File: src/rtl/led_display_arbiter_if.sv
// Request/grant bundle between the LED requesters and the display arbiter.
// Requester i owns req[i] and pattern_in[8*i+7:8*i].
interface led_display_arbiter_if #(
    parameter int NUM_REQ = 4
);
    logic [NUM_REQ-1:0]   req;
    logic [8*NUM_REQ-1:0] pattern_in;
    logic [NUM_REQ-1:0]   grant;
    logic                 busy;

    modport master (
        output req,
        output pattern_in,
        input  grant,
        input  busy
    );

    modport slave (
        input  req,
        input  pattern_in,
        output grant,
        output busy
    );
endinterface

File: src/rtl/led_display_arbiter.sv
// Round-robin owner of the 8-LED bank with a minimum dwell measured in prescaled
// ticks; a rotating idle pattern is shown while nobody requests.
module led_display_arbiter #(
    parameter int         NUM_REQ      = 4,
    parameter int         TICK_PERIOD  = 12_500_000,
    parameter int         DWELL_TICKS  = 4,
    parameter logic [7:0] IDLE_PATTERN = 8'h01
) (
    input  logic                  clk_50mhz,
    input  logic                  reset,
    led_display_arbiter_if.slave  bus,
    output logic                  tick,
    output logic [7:0]            leds
);
    localparam int IDX_W = $clog2(NUM_REQ);
    localparam int PRE_W = $clog2(TICK_PERIOD);
    localparam int DWL_W = $clog2(DWELL_TICKS + 1);
    localparam logic [PRE_W-1:0] PRE_LAST  = PRE_W'(TICK_PERIOD - 1);
    localparam logic [DWL_W-1:0] DWELL_MAX = DWL_W'(DWELL_TICKS);
    localparam logic [IDX_W-1:0] RR_INIT   = IDX_W'(NUM_REQ - 1);

    typedef enum logic [0:0] {
        ST_IDLE = 1'b0,
        ST_HOLD = 1'b1
    } state_t;

    state_t             state_r, state_s;
    logic [PRE_W-1:0]   presc_r, presc_s;
    logic               tick_r, tick_s;
    logic [DWL_W-1:0]   dwell_r, dwell_s;
    // In HOLD the round-robin pointer is also the index of the current owner.
    logic [IDX_W-1:0]   rr_ptr_r, rr_ptr_s;
    logic [NUM_REQ-1:0] grant_r, grant_s;
    logic               busy_r, busy_s;
    logic [7:0]         leds_r, leds_s;
    logic               pick_valid_s;
    logic [IDX_W-1:0]   pick_idx_s;
    logic               others_s;
    logic [7:0]         pat_s [NUM_REQ];

    // First asserted request searching upward from ptr+1 with wrap; ptr itself is seen last.
    function automatic logic [IDX_W:0] rr_pick(input logic [NUM_REQ-1:0] req_v,
                                               input logic [IDX_W-1:0]   ptr);
        logic [IDX_W:0]   res;
        logic [IDX_W-1:0] k;
        res = {(IDX_W+1){1'b0}};
        for (int i = NUM_REQ; i >= 1; i--) begin
            k = IDX_W'((int'(ptr) + i) % NUM_REQ);
            if (req_v[k]) begin
                res = {1'b1, k};
            end else begin
                res = res;
            end
        end
        return res;
    endfunction

    function automatic logic [NUM_REQ-1:0] one_hot(input logic [IDX_W-1:0] idx);
        return {{(NUM_REQ-1){1'b0}}, 1'b1} << idx;
    endfunction

    for (genvar g = 0; g < NUM_REQ; g++) begin : g_pat
        assign pat_s[g] = bus.pattern_in[8*g +: 8];
    end

    // Next-state and output computation for prescaler and arbitration FSM.
    always_comb begin
        state_s  = state_r;
        dwell_s  = dwell_r;
        rr_ptr_s = rr_ptr_r;
        grant_s  = grant_r;
        leds_s   = leds_r;

        if (presc_r == PRE_LAST) begin
            presc_s = {PRE_W{1'b0}};
        end else begin
            presc_s = presc_r + PRE_W'(1);
        end
        tick_s = (presc_s == PRE_LAST);

        {pick_valid_s, pick_idx_s} = rr_pick(bus.req, rr_ptr_r);
        others_s = |(bus.req & ~grant_r);

        case (state_r)
            ST_IDLE: begin
                if (pick_valid_s) begin
                    state_s  = ST_HOLD;
                    grant_s  = one_hot(pick_idx_s);
                    rr_ptr_s = pick_idx_s;
                    dwell_s  = {DWL_W{1'b0}};
                    leds_s   = pat_s[pick_idx_s];
                end else if (tick_r) begin
                    leds_s = {leds_r[6:0], leds_r[7]};
                end else begin
                    leds_s = leds_r;
                end
            end
            ST_HOLD: begin
                // An owner drop takes priority over dwell expiry.
                if (!bus.req[rr_ptr_r]) begin
                    state_s = ST_IDLE;
                    grant_s = {NUM_REQ{1'b0}};
                    dwell_s = {DWL_W{1'b0}};
                    leds_s  = IDLE_PATTERN;
                end else if ((dwell_r == DWELL_MAX) && others_s) begin
                    grant_s  = one_hot(pick_idx_s);
                    rr_ptr_s = pick_idx_s;
                    dwell_s  = {DWL_W{1'b0}};
                    leds_s   = pat_s[pick_idx_s];
                end else begin
                    leds_s = pat_s[rr_ptr_r];
                    if (tick_r && (dwell_r != DWELL_MAX)) begin
                        dwell_s = dwell_r + DWL_W'(1);
                    end else begin
                        dwell_s = dwell_r;
                    end
                end
            end
            default: begin
                state_s = ST_IDLE;
                grant_s = {NUM_REQ{1'b0}};
                dwell_s = {DWL_W{1'b0}};
                leds_s  = IDLE_PATTERN;
            end
        endcase

        busy_s = |grant_s;
    end

    // State and output registers with synchronous reset.
    always_ff @(posedge clk_50mhz) begin
        if (reset) begin
            state_r  <= ST_IDLE;
            presc_r  <= {PRE_W{1'b0}};
            tick_r   <= 1'b0;
            dwell_r  <= {DWL_W{1'b0}};
            rr_ptr_r <= RR_INIT;
            grant_r  <= {NUM_REQ{1'b0}};
            busy_r   <= 1'b0;
            leds_r   <= IDLE_PATTERN;
        end else begin
            state_r  <= state_s;
            presc_r  <= presc_s;
            tick_r   <= tick_s;
            dwell_r  <= dwell_s;
            rr_ptr_r <= rr_ptr_s;
            grant_r  <= grant_s;
            busy_r   <= busy_s;
            leds_r   <= leds_s;
        end
    end

    assign bus.grant = grant_r;
    assign bus.busy  = busy_r;
    assign tick      = tick_r;
    assign leds      = leds_r;
endmodule

File: src/flat_wrapper.sv
// flat-port wrapper written by rule: the top's interface ports become plain ports
module led_display_arbiter_flat 
#(
    parameter int         NUM_REQ      = 4,
    parameter int         TICK_PERIOD  = 12_500_000,
    parameter int         DWELL_TICKS  = 4,
    parameter logic [7:0] IDLE_PATTERN = 8'h01
)
  (clk_50mhz, reset, tick, leds, bus_req, bus_pattern_in, bus_grant, bus_busy);
  led_display_arbiter_if #(.NUM_REQ(NUM_REQ)) bus_i ();
  input  logic clk_50mhz;
  input  logic reset;
  output logic tick;
  output logic [7:0] leds;
  input wire logic [$bits(bus_i.req)-1:0] bus_req;
  input wire logic [$bits(bus_i.pattern_in)-1:0] bus_pattern_in;
  output wire logic [$bits(bus_i.grant)-1:0] bus_grant;
  output wire logic [$bits(bus_i.busy)-1:0] bus_busy;
  assign bus_i.req = bus_req;
  assign bus_i.pattern_in = bus_pattern_in;
  assign bus_grant = bus_i.grant;
  assign bus_busy = bus_i.busy;
  led_display_arbiter #(.NUM_REQ(NUM_REQ), .TICK_PERIOD(TICK_PERIOD), .DWELL_TICKS(DWELL_TICKS), .IDLE_PATTERN(IDLE_PATTERN)) u_core (.clk_50mhz(clk_50mhz), .reset(reset), .bus(bus_i), .tick(tick), .leds(leds));
endmodule
File: config.mk
export PLATFORM = sky130hd
export DESIGN_NAME = led_display_arbiter_flat
export DESIGN_NICKNAME = d
export VERILOG_FILES = /design/src/rtl/led_display_arbiter_if.sv /design/src/rtl/led_display_arbiter.sv /design/src/flat_wrapper.sv
export SDC_FILE = /design/constraint.sdc
export NUM_CORES = 1
export LEC_CHECK = 0
export CORE_MARGIN = 2
export CORE_UTILIZATION = 53
export CTS_CLUSTER_DIAMETER = 120
export DETAILED_ROUTE_END_ITERATION = 10
export GPL_TIMING_DRIVEN = 0
export PLACE_DENSITY_LB_ADDON = 0.05
export RECOVER_POWER = 50
export SLEW_MARGIN = 15
export SYNTH_ARGS = -nofsm -noshare
export SYNTH_HDL_FRONTEND = slang
export SYNTH_SLANG_ARGS = --single-unit
File: constraint.sdc
create_clock -name clk_50mhz -period 2.41 [get_ports clk_50mhz]
set_input_delay 0.482 -clock clk_50mhz [delete_from_list [all_inputs] [get_ports clk_50mhz]]
set_output_delay 0.482 -clock clk_50mhz [all_outputs]
set_load 0.05 [all_outputs]
==> results_dict.tcl, run 1 <==
set metrics [dict create \
    io_pins 52 \
    diodes 0 \
    start_kind "input pin" \
    clk_pin_slew_worst_paths_ns 0.09 \
    drc_errors 0 \
    grt_use_met3_pct 3.448 \
    coreArea_um2 5205 \
    insertion_delay_ns 0.30 \
    hold_start "u_core.presc_r[0]" \
    status "finished, final reports clean" \
    grt_antenna_before_repair 0 \
    synth_seq_cells 44 \
    reg2regPathDepth 9 \
    yosysWarnings 0 \
    vias 2799 \
    p_leak_nw 1.366 \
    syn-mean-instance-area_um2 8.625 \
    cts-hold-fix-buffers 0 \
    synth_top_area_share_pct 30.31 \
    path_class "input pin to flop" \
    dp_hpwl_um 5437 \
    cts.sinks 44 \
    top_usage_layer "met2" \
    slew_headroom_pct 49.57 \
    met1_usage_pct 35.82 \
    grtUsageTotal_pct 24.40 \
    vdd_ir_drop_max_uv 332.9 \
    numCtsBuffers 5 \
    grt_use_met2_pct 38.19 \
    gr-total-overflow 0 \
    period_minus_slack_ns 2.296 \
    r2r-start "u_core.presc_r[1]" \
    via_per_inst 6.006 \
    htreeDepth 2 \
    dieHeight_um 78.06 \
    synthesis.instances 337 \
    layout-drive-gt1-share_pct 14.65 \
    grt_pass1_wl_um 11930 \
    ant_nets 0 \
    finalNetCount 436 \
    final_cells 466 \
    multi_input_area_um2 1913 \
    portBuffers 51 \
    ys_types 58 \
    wl_um 7411 \
    synth_area_um2 2907 \
    synthTopCellsByArea "dfxtp_1 30%, mux4_2 7.0%, nor2_1 6.3%" \
    syn2layout_area_growth_pct 26.82 \
    critPathLaunch "bus_req[2]" \
    synth-main-ff-cell "dfxtp_1" \
    drtIter0Drc 270 \
    die_area_um2 6093 \
    finalHoldViolCount 0 \
    cts_tree "yes" \
    routabilityCongestion 0.8794 \
    required_ns 2.63 \
    holdPathStages 1 \
    routedWlPerCell_um 15.90 \
    drv_slew 0 \
    tightest_slew_ns 0.7495 \
    seq_area_frac_synth_pct 30.31 \
    seq_area_um2 882.1 \
    grt_max_degree 15 \
    final.period_utilization_pct 95.28 \
    power-per-cell-area_nw_per_um2 541.6 \
    fillers 432 \
    hold_class "flop to flop" \
    dieWidth_um 78.06 \
    syn-num-nets 378 \
    max-cap-violations 0 \
    drtPass1Iterations 6 \
    cts-root-buf "clkbuf_8" \
    rows 26 \
    cp.arrival_ns 2.51 \
    fmax_mhz 435.5 \
    end_kind "flop" \
    synth-edff-count 0 \
    async_flop_share_pct 0 \
    grt_pass1_vias 2533 \
    rsz0062_at_grt "false" \
    setup-tns-final_ns 0 \
    setup_violations 0 \
    clk_path_buf_depth 2 \
    yosys.area.top_type "dfxtp_1" \
    crit_path_max_fanout 10 \
    skew_ns 0.01028 \
    dp_cells 458 \
    initial_core_util_pct 55.84 \
]
-- per-layer routing --
layer / share of wire [%] / up-vias / wire length (µm)
met2: 46 / 93 / 3391
li1: - / 1364 / -
met1: 48 / 1338 / 3521
met5: 0 / - / 0
met3: 6.2 / 4 / 460
met4: 0.51 / 0 / 38
-- timing repair --
| item | 4_1_cts | 5_1_grt |
|---|---|---|
| setup endpoints to repair | 8 | 36 |
| buffers inserted | 0 | 0 |
| resized for setup | 2 | 12 |
-- stage by stage --
step	total power [W]	util (%)	cell area [µm²]	hold WS, ns	setup slack [ns]
global placement	0.001392	67.33	3505	0.4708	-0.3804
global route	0.002070	70.82	3686	0.5210	0.003356
CTS	0.001993	69.78	3632	0.5096	0.03153
floorplan	0.001198	-	2907	0.4443	0.4310
detailed placement	0.001395	67.33	3505	0.4778	-0.3672
finish	0.001996	70.82	3686	0.5044	0.1138
-- where the power goes --
part           internal [W]  switching [W]  total, W  leakage (nW)
Clock              0.000339       0.000269  0.000609        0.0614
Sequential         0.000766      0.0000349  0.000800         0.359
Combinational      0.000263       0.000324  0.000587         0.946
-- layout by cell type (no fill, tap or decap), types with 8 or more instances in the layout --
cell	count
nand2b_1	16
mux4_2	9
nor2_1	49
nor3_1	8
nand4_1	13
clkdlybuf4s50_1	35
xnor2_1	12
dfxtp_1	43
a221o_1	8
nand2_1	21
xor2_1	11
mux2i_1	9
a22oi_1	9
nand3_1	14
a21oi_1	15
inv_1	8
dlygate4sd3_1	14
-- registers in the layout (all words and copies together) (netlist names) --
register and cells:
u_core.leds 8, u_core.bus.grant 4, u_core.state_r 1, u_core.rr_ptr_r 2, u_core.dwell_r 3, u_core.tick 1, u_core.presc_r 24, u_core.bus.busy 1
-- synthesized netlist by cell type (5+ instances only) --
cell       n
a211oi_2   7
a21oi_1   16
a221o_1    8
a22oi_1    9
and3_1     5
buf_2      8
dfxtp_1   44
inv_1      8
mux2i_1    9
mux4_2     9
nand2_1   21
nand2b_1  16
nand3_1   14
nand4_1   13
nor2_1    49
nor3_1     8
o21ai_0    5
xnor2_1   12
xor2_1    11
-- final timing paths --
check	slack, ns	to
worst max register to register	0.14	u_core.tick
worst max-delay path	0.11	u_core.leds[2]
worst min register to register	0.50	u_core.presc_r[0]
worst min-delay path	0.50	u_core.presc_r[0]
-- critical path, cell delays in order --
cell             delay [ns]
clkdlybuf4s50_1        0.53
nand2b_1               0.20
a21o_1                 0.19
nand3_1                0.08
buf_4                  0.21
buf_4                  0.23
nand2_1                0.07
a221o_1                0.30
a211oi_2               0.22
-- kinds of logic after synthesis --
kind of cell | synth area share (%)
and+or+nand+nor | 28.20
AOI/OAI and AO/OA | 17.26
DFF | 30.31
buffers and inverters | 5.553
xor gates and xnor gates | 6.931
muxes | 10.46
adders and majority gates | 1.292
-- area by class of cell --
cell class,count,share of cell area [%]
multi-input combinational,264,51.90
sequential,44,23.93
timing repair buffer,51,13.99
buffer,21,3.700
tap,70,2.376
clock buffer,6,2.240
clock inverter,2,1.052
inverter,8,0.8147
Power figures use the tool's default switching activity.
==> inputs of run 2 (changes only) <==
Settings changed: CORE_MARGIN 2 to default, HOLD_SLACK_MARGIN from default to 0.05.
==> results_dict.tcl, run 2 (synthesized netlist as in run 1, its figures left out) <==
set metrics [dict create \
    required_ns 2.63 \
    worstPathCellList "clkdlybuf4s50_1, nand2b_1, a21o_1, nand3_1, buf_4, buf_4, nand2_1, a221o_1, a211oi_2" \
    dp_cells 458 \
    cp_top_family "buffers and inverters" \
    finalNetCount 436 \
    period_minus_slack_ns 2.292 \
    final.period_utilization_pct 95.11 \
    syn2layout_area_growth_pct 25.23 \
    cts.sinks 44 \
    setup_violations 0 \
    power-per-cell-area_nw_per_um2 506.8 \
    clk_pin_slew_worst_paths_ns 0.08 \
    hold_ws_ns 0.4887 \
    slowest_delay_ns 0.52 \
    final_cells 465 \
    max-cap-violations 0 \
    drtPass1Iterations 5 \
    vdd_ir_drop_max_uv 298.6 \
    cp.arrival_ns 2.52 \
    cts-hold-fix-buffers 0 \
    initial_core_util_pct 55.84 \
    cts.repair.resized 2 \
    drv_slew 0 \
    p_switching_w 0.0006179 \
    wl_um 7577 \
    path_class "input pin to flop" \
    gr-total-overflow 0 \
    p_leak_nw 1.332 \
    dp_hpwl_um 5535 \
    dieWidth_um 76.06 \
    layout_common_cells "49 x nor2_1, 43 x dfxtp_1, 36 x clkdlybuf4s50_1" \
    io_pins 52 \
    critical_path_buf_inv_count 3 \
    cts_setup_buffers 0 \
    portBuffers 51 \
    htreeDepth 2 \
    crit_path_max_fanout 10 \
    finalHoldViolCount 0 \
    grt_max_degree 14 \
    vias 2857 \
    via_per_inst 6.144 \
    slew_headroom_pct 50.59 \
    path_common_cell "buf_4" \
    grt_pass1_vias 2568 \
    status "finished, final reports clean" \
    fmax_mhz 436.3 \
    layout-drive-gt1-share_pct 13.92 \
    setup_slack_ns 0.1177 \
    stdcell_area_um2 3640 \
    grtUsageTotal_pct 25.85 \
    layout_commonest_cell "nor2_1" \
    routedWlPerCell_um 16.29 \
    clk_path_buf_depth 2 \
    die_area_um2 5784 \
    dpl_cell_area_um2 3505 \
    drc_errors 0 \
    clockPowerShare_pct 24.5 \
    diodes 0 \
    regMostFlops "u_core.presc_r" \
    grt_pass1_wl_um 12040 \
    pre_cts_slack_ns -0.3902 \
    hold_class "flop to flop" \
    p_sw_share_pct 33.49 \
    cts-root-buf "clkbuf_8" \
    grt_antenna_before_repair 0 \
    start_kind "input pin" \
    drtIter0Drc 188 \
    setup-tns-final_ns 0 \
    insertion_delay_ns 0.30 \
    rows 26 \
    coreArea_um2 5205 \
    p_int_w 0.001227 \
    tightest_slew_ns 0.7344 \
    dieHeight_um 76.06 \
    largest_reg_flops 24 \
    numCtsBuffers 5 \
    skew_ns 0.006022 \
    slowest_stage "clkdlybuf4s50_1" \
    seqPwrFrac_pct 43.4 \
    cts_tree "yes" \
    end_kind "flop" \
    routabilityCongestion 0.8913 \
    r2r_setup_slack_ns 0.17 \
    ant_nets 0 \
    rsz0062_at_grt "false" \
    combPwrFrac_pct 32.1 \
]
==> run 2: cell types whose count changed in the layout (fill, tap and decap cells not counted), sizes merged <==
cell	previous run	this run
dlymetal6s2s	2	1
clkdlybuf4s50	35	36
clkinvlp	0	1
buf	16	15
bufinv	1	0
==> run 2: cell type report <==
class                   instances  area [µm²]
well taps                      70       87.58
multi-input cells             264        1907
fillers                       440        1565
plain buffers                  21       138.9
clock inverters                 2       12.51
flip-flops and latches         44       882.1
repair buffers                 51       513.0
clock buffers                   5       68.82
inverters                       8       30.03
==> run 2: worst register-to-register path, stage by stage, from the launching register on <==
cell      delay (ns)
dfxtp_1         0.31
clkbuf_1        0.29
nand4_2         0.20
nor2_1          0.13
nand4_1         0.18
o21bai_1        0.46
clkbuf_1        0.44
nor2_1          0.10
==> run 2: path summary, 6_finish.rpt <==
check / startpoint / to / cells past startpoint
max: bus_req[2] / u_core.leds[6] / 9
min reg2reg: u_core.presc_r[0] / u_core.presc_r[0] / 1
max reg2reg: u_core.presc_r[10] / u_core.presc_r[10] / 7
min: u_core.presc_r[0] / u_core.presc_r[0] / 1
==> run 2: power by group through the flow <==
stage	logic (W)	clock network [W]	registers, W
2_1_floorplan	0.000293	0	0.000905
3_3_place_gp	0.000575	0	0.000815
3_5_place_dp	0.000581	0	0.000815
4_1_cts	0.000585	0.000462	0.000798
5_1_grt	0.000629	0.000485	0.000806
6_report	0.000592	0.000452	0.000800
==> run 2: stage by stage <==
stage	util, %	power (W)
CTS	69.01	0.001846
global placement	67.33	0.001390
global route	69.93	0.001919
finish	69.93	0.001845
detailed placement	67.33	0.001396
floorplan	-	0.001198
==> run 2: routing by layer <==
layer / wire, µm / share of wire [%] / GRT usage (%) / up-vias
li1: - / - / - / 1360
met1: 3552 / 47 / 36.58 / 1381
met2: 3476 / 46 / 40.18 / 107
met3: 430 / 5.7 / 2.994 / 9
met4: 118 / 1.6 / 10.38 / 0
met5: 0 / 0 / 0 / -
==> inputs of run 3 (changes only) <==
Settings changed: SETUP_SLACK_MARGIN from default to 0.5.
==> results_dict.tcl, run 3 (synthesized netlist as in run 1, its figures left out) <==
set metrics [dict create \
    slowest_delay_ns 0.42 \
    max-cap-violations 0 \
    finalNetCount 459 \
    rows 26 \
    critical_path_buf_inv_count 2 \
    end_kind "flop" \
    grt_pass1_wl_um 13790 \
    tightest_slew_ns 0.6575 \
    status "finished, final reports clean" \
    vdd_ir_drop_max_uv 449.2 \
    regMostFlops "u_core.presc_r" \
    initial_core_util_pct 55.84 \
    final_cells 489 \
    portBuffers 51 \
    cp_top_family "simple AND/OR/NAND/NOR gates" \
    power-per-cell-area_nw_per_um2 506.8 \
    numCtsBuffers 5 \
    dp_hpwl_um 5496 \
    slew_headroom_pct 56.17 \
    reg2regPathDepth 7 \
    vias 2969 \
    layout_commonest_cell "nor2_1" \
    clk_path_buf_depth 2 \
    total_power_w 0.002029 \
    grt_antenna_before_repair 0 \
    coreArea_um2 5205 \
    utilization_pct 76.90 \
    cts.sinks 44 \
    start_kind "input pin" \
    slowest_stage "clkbuf_1" \
    diodes 0 \
    cp_num_cells 8 \
    insertion_delay_ns 0.30 \
    io_pins 52 \
    layout_common_cells "47 x nor2_1, 36 x dfxtp_1, 32 x clkdlybuf4s50_1" \
    rsz0062_at_grt "true" \
    drtPass1Iterations 4 \
    p_leak_nw 1.524 \
    syn2layout_area_growth_pct 37.71 \
    gr-total-overflow 0 \
    required_ns 2.65 \
    dp_cells 458 \
    drc_errors 0 \
    layout-drive-gt1-share_pct 26.01 \
    routedWlPerCell_um 17.20 \
    wl_um 8411 \
    clk_pin_slew_worst_paths_ns 0.09 \
    htreeDepth 2 \
    skew_ns 0.005268 \
    die_area_um2 5784 \
    drv_slew 0 \
    largest_reg_flops 24 \
    path_class "input pin to flop" \
    cp.arrival_ns 2.27 \
    cts_tree "yes" \
    drtIter0Drc 211 \
    grtUsageTotal_pct 29.80 \
    fillers 400 \
    period_minus_slack_ns 2.032 \
    routabilityCongestion 0.8563 \
    dieWidth_um 76.06 \
    cts-root-buf "clkbuf_8" \
    dieHeight_um 76.06 \
    crit_path_max_fanout 10 \
    via_per_inst 6.072 \
    ant_nets 0 \
    finalHoldViolCount 0 \
    grt_max_degree 14 \
    worstPathCellList "clkbuf_2, nor4_4, nor2b_1, clkbuf_1, o21bai_4, and3_1, a311oi_1, nor2_1" \
    setup_violations 0 \
    holdPathStages 2 \
    final.period_utilization_pct 84.32 \
    fmax_mhz 492.1 \
    hold_class "flop to flop" \
    grt_pass1_vias 2894 \
]
run 3: worst paths after layout:
kind,startpoint,endpoint,slack [ns]
setup reg to reg,u_core.presc_r[15],u_core.presc_r[17],0.43
setup / recovery,bus_req[0],u_core.dwell_r[2],0.38
hold reg to reg,u_core.dwell_r[1],u_core.dwell_r[1],0.50
hold / removal,u_core.dwell_r[1],u_core.dwell_r[1],0.50
run 3: worst register-to-register path: stages, from the launching register on:
cell	delay [ns]
dfxtp_1	0.31
buf_2	0.18
nand2_1	0.08
nor3_1	0.25
nand4_1	0.17
o21bai_1	0.46
buf_2	0.35
nor2_1	0.08
run 3: final cells by class:
type	instances	area [µm²]	area share, %
Tap cell	70	87.58	2.188
Buffer	21	182.7	4.564
Timing Repair Buffer	74	646.9	16.16
Inverter	8	30.03	0.7502
Multi-Input combinational cell	264	2054	51.33
Clock inverter	2	35.03	0.8753
Clock buffer	6	72.57	1.813
Sequential cell	44	893.4	22.32
run 3: timing repair:
| item | CTS | global route |
|---|---|---|
| hold buffers | 0 | 0 |
| gates resized for setup | 70 | 34 |
| pin swaps | 8 | 5 |
| cloned | 1 | 0 |
| setup endpoints to repair | 52 | 39 |
| buffers inserted | 20 | 2 |
run 3: per-layer routing:
| layer | share of wire (%) | global-route usage [%] | wire (µm) | vias to the layer above |
|---|---|---|---|---|
| li1 | - | - | - | 1415 |
| met1 | 43 | 39.12 | 3656 | 1427 |
| met2 | 48 | 49.55 | 4040 | 111 |
| met3 | 6.8 | 6.228 | 571 | 16 |
| met4 | 1.7 | 8.462 | 142 | 0 |
| met5 | 0 | 0 | 0 | - |
run 3: per-stage QoR:
step | TNS (ns) | hold WS (ns) | cell area (µm²) | setup slack [ns]
floorplan | 0 | 0.4233 | 2913 | 0.4796
global placement | -4.030 | 0.4449 | 3511 | -0.3028
detailed placement | -3.944 | 0.4493 | 3511 | -0.2883
CTS | 0 | 0.4961 | 3954 | 0.4910
global route | 0 | 0.5293 | 4003 | 0.2026
finish | 0 | 0.4964 | 4003 | 0.3779
run 3: report_power, final:
part / internal (W) / switching [W] / leakage (nW)
Clock: 0.000308 / 0.000268 / 0.0552
Sequential: 0.000766 / 0.0000367 / 0.362
Combinational: 0.000296 / 0.000355 / 1.11
